File: src/rtl/pipeline_ctrl.sv
// ============================================================================
// Module      : pipeline_ctrl
// Description : Stall/flush scheduler for a 5-stage RV32 pipeline. Merges
//               load-use stalls, EX branch redirects, data-memory wait and
//               multi-cycle MUL/DIV into per-stage write/flush controls, with
//               a data-memory timeout and saturating performance counters.
// Revision    : 1.0 - initial release
// ============================================================================
`default_nettype none

module pipeline_ctrl #(
  parameter int MEM_TIMEOUT = 255,
  parameter int TO_W        = 8,
  parameter int CNT_W       = 16
) (
  input  logic             clk,
  input  logic             rst_n,
  input  logic             hz_stall,
  input  logic             ex_branch_taken,
  input  logic             dmem_req,
  input  logic             dmem_ack,
  input  logic             md_start,
  input  logic             md_done,
  output logic             pc_write,
  output logic             if_id_write,
  output logic             id_ex_write,
  output logic             ex_mem_write,
  output logic             mem_wb_write,
  output logic             if_id_flush,
  output logic             id_ex_flush,
  output logic             ex_mem_flush,
  output logic             mem_wb_flush,
  output logic             mem_timeout,
  output logic [1:0]       ctrl_state,
  output logic [CNT_W-1:0] stall_cycles,
  output logic [CNT_W-1:0] flush_events
);

  localparam logic [1:0]       c_st_run     = 2'b00;
  localparam logic [1:0]       c_st_mem     = 2'b01;
  localparam logic [1:0]       c_st_md      = 2'b10;
  localparam logic [TO_W-1:0]  c_to_limit   = TO_W'(MEM_TIMEOUT);
  localparam logic [TO_W-1:0]  c_to_one     = TO_W'(1);
  localparam logic [CNT_W-1:0] c_cnt_one    = CNT_W'(1);
  localparam logic [CNT_W-1:0] c_cnt_max    = '1;

  logic [1:0]      state_q, state_d;
  logic [TO_W-1:0] wait_q, wait_d;
  logic            to_q, to_d;
  logic [CNT_W-1:0] stall_q, stall_d;
  logic [CNT_W-1:0] flush_q, flush_d;

  // Next-state and per-stage enable/flush decode (combinational from state and inputs)
  always_comb begin
    pc_write     = 1'b1;
    if_id_write  = 1'b1;
    id_ex_write  = 1'b1;
    ex_mem_write = 1'b1;
    mem_wb_write = 1'b1;
    if_id_flush  = 1'b0;
    id_ex_flush  = 1'b0;
    ex_mem_flush = 1'b0;
    mem_wb_flush = 1'b0;
    state_d      = state_q;
    wait_d       = wait_q;
    to_d         = 1'b0;

    if (!rst_n) begin
      // Hold the whole pipeline in bubbles while reset is asserted
      pc_write     = 1'b0;
      if_id_write  = 1'b0;
      id_ex_write  = 1'b0;
      ex_mem_write = 1'b0;
      mem_wb_write = 1'b0;
      if_id_flush  = 1'b1;
      id_ex_flush  = 1'b1;
      ex_mem_flush = 1'b1;
      mem_wb_flush = 1'b1;
      state_d      = c_st_run;
      wait_d       = '0;
    end else begin
      case (state_q)
        c_st_mem: begin
          if (dmem_ack) begin
            // Access completes: release with default controls
            state_d = c_st_run;
            wait_d  = '0;
          end else if (wait_q == c_to_limit) begin
            // Memory never answered: force release and flag it next cycle
            state_d = c_st_run;
            wait_d  = '0;
            to_d    = 1'b1;
          end else begin
            // Freeze everything up to EX/MEM, bubble into MEM/WB
            pc_write     = 1'b0;
            if_id_write  = 1'b0;
            id_ex_write  = 1'b0;
            ex_mem_write = 1'b0;
            mem_wb_flush = 1'b1;
            wait_d       = wait_q + c_to_one;
          end
        end
        c_st_md: begin
          if (md_done) begin
            state_d = c_st_run;
          end else begin
            // Hold front end and EX; MEM sees bubbles, WB drains
            pc_write     = 1'b0;
            if_id_write  = 1'b0;
            id_ex_write  = 1'b0;
            ex_mem_flush = 1'b1;
          end
        end
        default: begin
          if (dmem_req && !dmem_ack) begin
            pc_write     = 1'b0;
            if_id_write  = 1'b0;
            id_ex_write  = 1'b0;
            ex_mem_write = 1'b0;
            mem_wb_flush = 1'b1;
            state_d      = c_st_mem;
            wait_d       = c_to_one;
          end else if (md_start) begin
            pc_write     = 1'b0;
            if_id_write  = 1'b0;
            id_ex_write  = 1'b0;
            ex_mem_flush = 1'b1;
            state_d      = c_st_md;
          end else if (ex_branch_taken) begin
            // Redirect: PC loads the target, the two younger stages are squashed
            if_id_flush = 1'b1;
            id_ex_flush = 1'b1;
          end else if (hz_stall) begin
            // Load-use: hold PC and IF/ID, insert one bubble into EX
            pc_write    = 1'b0;
            if_id_write = 1'b0;
            id_ex_flush = 1'b1;
          end
        end
      endcase
    end
  end

  // Saturating performance counter next values
  always_comb begin
    stall_d = stall_q;
    flush_d = flush_q;
    if (!pc_write && (stall_q != c_cnt_max)) stall_d = stall_q + c_cnt_one;
    if (if_id_flush && (flush_q != c_cnt_max)) flush_d = flush_q + c_cnt_one;
  end

  // State, wait counter, timeout pulse and perf counters
  always_ff @(posedge clk) begin
    if (!rst_n) begin
      state_q <= c_st_run;
      wait_q  <= '0;
      to_q    <= 1'b0;
      stall_q <= '0;
      flush_q <= '0;
    end else begin
      state_q <= state_d;
      wait_q  <= wait_d;
      to_q    <= to_d;
      stall_q <= stall_d;
      flush_q <= flush_d;
    end
  end

  assign mem_timeout  = to_q & rst_n;
  assign ctrl_state   = state_q;
  assign stall_cycles = stall_q;
  assign flush_events = flush_q;

endmodule

`default_nettype wire

File: config.mk
export PLATFORM = sky130hd
export DESIGN_NAME = pipeline_ctrl
export DESIGN_NICKNAME = d
export VERILOG_FILES = /design/src/rtl/pipeline_ctrl.sv
export SDC_FILE = /design/constraint.sdc
export NUM_CORES = 1
export LEC_CHECK = 0
export CAP_MARGIN = 20
export CORE_UTILIZATION = 35
export CTS_CLUSTER_DIAMETER = 80
export DETAILED_ROUTE_END_ITERATION = 12
export PLACE_DENSITY = 0.62
export SYNTH_ARGS = -nofsm -noshare
export SYNTH_HDL_FRONTEND = slang
export SYNTH_SLANG_ARGS = --single-unit
File: constraint.sdc
create_clock -name clk -period 4.9 [get_ports clk]
set_input_delay 0.98 -clock clk [delete_from_list [all_inputs] [get_ports clk]]
set_output_delay 0.98 -clock clk [all_outputs]
set_load 0.01 [all_outputs]
# Yosys cells after proc, flatten, opt, wreduce, memory -nomap -nowiden
# Index checks and enable logic that the tools add are counted.
[word_totals]
output_inout_bits = 44
register_bits = 43
wordCells = 78
in_bits = 8
[op_classes]
bitwise = 4
reduce_logical = 11
n_mux = 48
n_eq_ne = 7
n_addsub = 3
[op_table]
columns = ["cell", "count"]
rows = [
  ["two-way mux 1 bit", 33],
  ["adder 16 x 1 -> 16 bit (second input constant)", 2],
  ["inequality test 16 bit (second input constant)", 2],
  ["two-way mux 8 bit", 3],
  ["case mux 8 bit (2 select lines)", 1],
  ["two-way mux 2 bit", 5],
  ["case mux 1 bit (2 select lines)", 5],
  ["adder 8 x 1 -> 8 bit (second input constant)", 1],
  ["equality test 8 bit (second input constant)", 1],
  ["case mux 2 bit (2 select lines)", 1],
  ["nonzero test 4 bit", 1],
  ["logical AND 1 bit", 3],
  ["inequality test 3 bit (second input constant)", 1],
  ["inverter 1 bit", 3],
  ["AND reduction 3 bit", 1],
  ["OR reduction 3 bit", 1],
  ["equality test 2 x 1 -> 1 bit (second input constant)", 1],
  ["equality test 2 bit (second input constant)", 1],
  ["zero test 1 bit", 2],
  ["inequality test 2 bit (second input constant)", 1],
  ["AND reduction 2 bit", 1],
  ["nonzero test 2 bit", 1],
  ["OR reduction 2 bit", 1],
  ["bitwise AND 1 bit", 1],
]

# Logic depth before layout (Yosys ltp)
# Gate-level depths: netlist (run 1).
[logic_depth]
ltp_word = 8
ltp_mapped = 10
mapped_depth_nobuf = 8

# Worst setup path after synthesis (run 1)
# OpenSTA, ideal clock, no wires.
[synth_path]
path_kind = "input-to-output"
start = "input port dmem_req"
end = "output port pc_write"
required_time_ns = 3.920
n_path_buf = 3
arrival_ns = 2.106
slack_ns = 1.814
stages = 6
cell_sequence = "nor2b_1 > buf_6 > o41ai_1 > and2_1 > buf_2 > buf_4"
[synth_via]
elab_chain_cells = 4
[synth_lines]
columns = ["element", "line", "rtl"]
rows = [
  ["from (decl)", "20", "input logic dmem_req,"],
  ["logical AND 1 bit", "115", "if (dmem_req && !dmem_ack) begin"],
  ["two-way mux 1 bit", "n/a", ""],
  ["case mux 1 bit (2 select lines)", "n/a", ""],
  ["two-way mux 1 bit", "n/a", ""],
  ["to (decl)", "24", "output logic pc_write,"],
]
# No other way between the ends.

# Worst setup path after layout (run 1)
[layout_path]
start = "input port dmem_ack"
end = "output port pc_write"
[layout_via]
elab_chain_cells = 5
elab_cells_between_ends = 6
classes_between = "4 x mux; 2 x reduce/logical"
[layout_lines]
columns = ["element", "line", "rtl"]
rows = [
  ["from (decl)", "21", "input logic dmem_ack,"],
  ["zero test 1 bit", "115", ""],
  ["logical AND 1 bit", "115", ""],
  ["two-way mux 1 bit", "115", ""],
  ["case mux 1 bit (2 select lines) (*)", "82", "case (state_q)"],
  ["two-way mux 1 bit (*)", "68", "if (!rst_n) begin"],
]
# Mark *: on every way between the ends. The rest lies on a longest branch, timed or not.

==> qor.yml, run 1 <==
status: "finished, final reports clean"
fp.dieH_um: 83.7
grtUsageTotal: 0.165
finalSetupViolations: 0
syn_avg_cell_area_sq_um: 8.20
path_max_fanout: 11
r2r-start: "ctrl_state[0]$_SDFFE_PN0P_"
post-place-ws_ns: 0.724
max_stage_delay_ns: 0.60
hold_viol_final: 0
worstHoldStart: "wait_q[1]$_SDFFE_PN0P_"
h-tree-depth: 2
ys_seq_elements: 43
synth_common_cells: "43 x dfxtp_1, 26 x a21oi_1, 21 x nand2_1"
cts_hold_buffers: 0
syn_nets: 298
drc: 0
maxCapViolCount: 0
reg2reg_depth: 7
die_area_sq_um: 7010
cp_num_cells: 6
yosysSeqAreaShare: 0.368
cp-startpoint: "dmem_ack"
finalCoreUtilization: 0.465
timing.fmax_mhz: 237
num_vias: 2258
nets: 345
ctsRootBufferMaster: "clkbuf_8"
cts_tree: "done"
grt_pass1_wl_mm: 9.55
yosysTopAreaCell: "dfxtp_1"
regArea_sq_um: 861
clock-sinks: 43
cp_num_buf_inv: 3
clk_pin_slew_worst_paths_ns: 0.08
cts_inserted_buffers: 5
slew_viol_final: 0
clock_path_buffers: 2
worst_pin_slew_ns: 1.02
coreArea_sq_um: 6390
path_cells: "clkdlybuf4s50_1, nor2b_1, buf_4, o41ai_1, and2_1, clkdlybuf4s50_1"
fin_setup_tns_ns: 0
place_congestion: 0.825
hold_class: "flip-flop to flip-flop"
grt-ovfl-total: 0
crit_required_ns: 3.92
syn-cell-area_sq_um: 2340
power_density_nw_per_um2: 260
clk_latency_ns: 0.29
ant_nets: 0
wl_per_cell_um: 14.1
timing.critical_path.mode_cell: "clkdlybuf4s50_1"
hpwlAfterDp_mm: 4.09
synth_area_leaders: "dfxtp_1 37%, a21oi_1 5.6%, nand3_1 3.4%"
synth_most_common_cell: "dfxtp_1"
p_leak_nw: 0.925
syn2layout_area_growth_pct: 27.0
yosysTopAreaCellShare: 0.368
start_util: 0.366
arrival_ns: 3.24
hold_depth: 2
rows: 29
ys_types: 49
ys.flop_type: "dfxtp_1"
place.port_buffers: 51
multi_input_area_sq_um: 1350
die_w_um: 83.7
worst-setup-path-type: "input pin to output pin"
grt_pass1_vias: 2025
synth_edf_count: 0
slowest_stage: "clkdlybuf4s50_1"
slew_headroom: 0.318
vdd_drop_max_mv: 0.115
antenna_found_initial: 0
diodes: 0
ios: 52
yosysWarnings: 0
ys_async_sr_fraction: 0
n_fill_cell: 640
skew_ns: 0.0105
post-place-cells: 402
dr.pass1.iters: 4
min_period_ns: 4.22
drive_above_1_share: 0.0450
detail_route.vias_per_cell: 5.51
syn_inst: 285
drt_iter0_markers: 115
holdWs_ns: 0.475
rsz0062_at_grt: "false"
wl_mm: 5.77
instances_no_fill: 410
cts_resized: 0
grt_max_degree: 36
period_share: 0.861
path_delay_family: "buffers and inverters"
cp-start-kind: "input pin"
cts_setup_buffers: 0
setup_ws_ns: 0.680
cp-end-kind: "output pin"
[path summary, 6_finish.rpt]
path,endpoint,slack (ns)
max,pc_write,0.68
min,wait_q[1]$_SDFFE_PN0P_,0.48
max reg2reg,flush_events[15]$_SDFFE_PN0P_,2.30
min reg2reg,wait_q[1]$_SDFFE_PN0P_,0.48
[flip-flops by register name, indices dropped and copies added (netlist names)]
name	flops
ctrl_state	2
flush_events	16
to_q	1
wait_q	8
stall_cycles	16
[worst register-to-register path, delay by kind of cell (launching register included)]
kind,cells,cell delay [ns]
buffers and inverters,2,0.18
AO/OA/AOI/OAI,3,1.10
AND/OR/NAND/NOR,1,0.39
flip-flops,1,0.39
adder cells (fa/ha/maj),1,0.49
[cell families after synthesis]
family	share of synthesized area
AND/OR/NAND/NOR	0.281
AO/OA/AOI/OAI	0.214
flip-flops	0.368
buffers and inverters	0.0530
XOR/XNOR	0.0450
adder cells (fa/ha/maj)	0.0268
multiplexers	0.0128
[cell usage in the layout, fill, tap and decap left out, types with 4 or more instances in the layout]
cell type | synthesis | routed
o21ai_0 | 14 | 14
nor2_1 | 18 | 18
nand3_1 | 16 | 16
ha_1 | 5 | 5
or4_1 | 9 | 9
nand4_1 | 11 | 11
clkdlybuf4s50_1 | 0 | 51
inv_1 | 11 | 11
and2_1 | 5 | 5
and3_1 | 4 | 4
nand2b_1 | 8 | 8
or3_1 | 8 | 8
nor4_1 | 4 | 4
dfxtp_1 | 43 | 43
a21oi_1 | 26 | 26
a211oi_1 | 6 | 6
clkbuf_8 | 0 | 5
nand2_1 | 21 | 21
xnor2_1 | 9 | 9
o31ai_1 | 9 | 9
[power breakdown]
group          total, W  leakage, nW  switching (W)  internal, W
clock          0.000218       0.0422       0.000118     0.000100
sequential     0.000381        0.348      0.0000209     0.000361
combinational  0.000171        0.535      0.0000918    0.0000794
[stage by stage]
stage,total power [W],instance area (sq um)
2_1_floorplan,0.000490,2340
3_3_place_gp,0.000557,2890
3_5_place_dp,0.000559,2890
4_1_cts,0.000782,2970
5_1_grt,0.000815,2970
6_report,0.000771,2970
[layout make-up]
class,instances,area share
clock buffer,7,0.0257
clock inverter,1,0.00169
inverter,12,0.0152
multi-input combinational,216,0.456
sequential,43,0.290
tap,77,0.0324
timing repair buffer,54,0.180
[layer usage]
layer	track usage	routed length (um)
met2	0.262	2560
met3	0.0336	260
met5	0	0
met4	0.0493	46
met1	0.225	2910
No activity file was read; power rests on OpenSTA's default activity.
==> run 2, diff against run 1 <==
--- a/config.mk
+++ b/config.mk
@@ -6,10 +6,12 @@
 export NUM_CORES = 1
 export LEC_CHECK = 0
 export CAP_MARGIN = 20
+export CORE_MARGIN = 8
 export CORE_UTILIZATION = 35
 export CTS_CLUSTER_DIAMETER = 80
 export DETAILED_ROUTE_END_ITERATION = 12
 export PLACE_DENSITY = 0.62
+export REMOVE_ABC_BUFFERS = 1
 export SYNTH_ARGS = -nofsm -noshare
 export SYNTH_HDL_FRONTEND = slang
 export SYNTH_SLANG_ARGS = --single-unit
==> run 2 against run 1 <==
Total power up 4.4%; count of clock-buffer cells in the layout is the same; register-to-register slack gained 0.08 ns; largest cell class unchanged.
==> qor.yml, run 2 (same netlist as run 1, synthesis figures left out) <==
r2r-start: "ctrl_state[0]$_SDFFE_PN0P_"
place.port_buffers: 51
arrival_ns: 3.30
worst-setup-path-type: "input pin to output pin"
grt.met3_usage: 0.0337
drc: 0
hpwlAfterDp_mm: 4.36
cp-start-kind: "input pin"
wl_mm: 5.96
path_cells: "clkdlybuf4s50_1, nor2b_1, o31a_1, inv_1, a31o_2, clkdlybuf4s50_1"
regArea_sq_um: 861
final_common_cell: "clkdlybuf4s50_1"
ios: 52
grtUsageTotal: 0.127
clk_pin_slew_worst_paths_ns: 0.08
status: "finished, final reports clean"
hold_viol_final: 0
cts_hold_buffers: 0
cp-startpoint: "dmem_req"
detail_route.vias_per_cell: 5.46
clock_path_buffers: 2
h-tree-depth: 2
slew_viol_final: 0
ant_nets: 0
ctsRootBufferMaster: "clkbuf_8"
hold_class: "flip-flop to flip-flop"
clk_latency_ns: 0.30
finalSetupViolations: 0
use_met2: 0.201
maxCapViolCount: 0
fin_setup_tns_ns: 0
min_period_ns: 4.28
multi_input_area_sq_um: 1350
cp-end-kind: "output pin"
instances_no_fill: 409
cts_resized: 0
grt-ovfl-total: 0
die_area_sq_um: 9550
grt_pass1_vias: 2184
worst_pin_slew_ns: 0.965
cts_setup_buffers: 0
path_delay_family: "buffers and inverters"
cts_tree: "done"
timing.fmax_mhz: 234
crit_required_ns: 3.92
slew_headroom: 0.357
period_share: 0.874
post-place-cells: 401
drt_iter0_markers: 102
grt_pass1_wl_mm: 10.3
wl_per_cell_um: 14.6
num_vias: 2235
path_max_fanout: 10
cts_inserted_buffers: 5
die_w_um: 97.7
p_leak_nw: 0.928
power_density_nw_per_um2: 270
drive_above_1_share: 0.0482
n_fill_cell: 625
vdd_drop_max_mv: 0.0994
grtUsageMet1: 0.159
max_stage_delay_ns: 0.54
layout_common_cells: "51 x clkdlybuf4s50_1, 43 x dfxtp_1, 26 x a21oi_1"
syn2layout_area_growth_pct: 27.7
dr.pass1.iters: 5
coreArea_sq_um: 6420
place_congestion: 0.817
grt_max_degree: 36
rows: 29
cp_num_buf_inv: 3
timing.critical_path.mode_cell: "clkdlybuf4s50_1"
top_usage_layer: "met2"
worstHoldStart: "wait_q[1]$_SDFFE_PN0P_"
rsz0062_at_grt: "false"
antenna_found_initial: 0
nets: 344
slowest_stage: "nor2b_1"
fp.dieH_um: 97.7
diodes: 0
skew_ns: 0.00745
clock-sinks: 43
start_util: 0.364
==> run 2: cell types whose count changed in the layout (fill, tap and decap cells not counted), sizes merged <==
cell	previous run	this run
buf	3	2
clkinv	2	1
clkinvlp	0	1
==> run 2: area by class of cell <==
| type | instances | area share |
|---|---|---|
| Clock inverter | 1 | 0.00252 |
| Timing Repair Buffer | 53 | 0.176 |
| Tap cell | 77 | 0.0323 |
| Sequential cell | 43 | 0.288 |
| Clock buffer | 7 | 0.0323 |
| Inverter | 12 | 0.0151 |
| Multi-Input combinational cell | 216 | 0.453 |
==> run 2: worst reg2reg max path, cell delays in order (launching register included) <==
cell and delay [ns]:
dfxtp_1 0.39, inv_1 0.06, ha_1 0.45, inv_1 0.11, o31a_1 0.42, a2111o_1 0.50
or3_1 0.38, a21oi_1 0.14
==> run 2: per-stage QoR <==
step / setup slack [ns] / power [W] / area (sq um) / hold slack, ns / utilization
final: 0.619 / 0.000804 / 2980 / 0.479 / 0.465
after global routing: 0.426 / 0.000851 / 2980 / 0.508 / 0.465
after CTS: 0.624 / 0.000816 / 2980 / 0.480 / 0.465
after detailed placement: 0.634 / 0.000558 / 2880 / 0.469 / 0.448
after global placement: 0.707 / 0.000557 / 2880 / 0.465 / 0.448
after floorplan: 1.44 / 0.000479 / 2260 / 0.449 / -
==> run 2: final timing paths <==
check                                                      to  slack, ns  depth (start not counted)
worst max-delay path                              id_ex_flush       0.62                          6
worst min-delay path                   wait_q[1]$_SDFFE_PN0P_       0.48                          2
worst max register to register  flush_events[15]$_SDFFE_PN0P_       2.38                          7
worst min register to register         wait_q[1]$_SDFFE_PN0P_       0.48                          2
==> run 2: power breakdown <==
group          internal (W)  switching (W)  leakage [nW]  total [W]
combinational     0.0000791      0.0000915         0.530   0.000171
sequential         0.000361      0.0000192         0.348   0.000380
clock              0.000128       0.000126        0.0505   0.000254
total              0.000568       0.000236         0.928   0.000804
==> run 2: per-layer routing <==
layer | vias to the layer above | wire (um) | share of wire
met5 | - | 0 | 0
met4 | 0 | 115 | 0.019
met3 | 10 | 287 | 0.048
met2 | 52 | 2710 | 0.45
met1 | 1032 | 2840 | 0.48
li1 | 1141 | - | -
==> run 3, diff against run 2 <==
--- a/config.mk
+++ b/config.mk
@@ -5,7 +5,7 @@
 export SDC_FILE = /design/constraint.sdc
 export NUM_CORES = 1
 export LEC_CHECK = 0
-export CAP_MARGIN = 20
+export CAP_MARGIN = 15
 export CORE_MARGIN = 8
 export CORE_UTILIZATION = 35
 export CTS_CLUSTER_DIAMETER = 80
==> results of run 3 <==
Same layout as run 2: the final DEF is identical, and so are final timing and power.
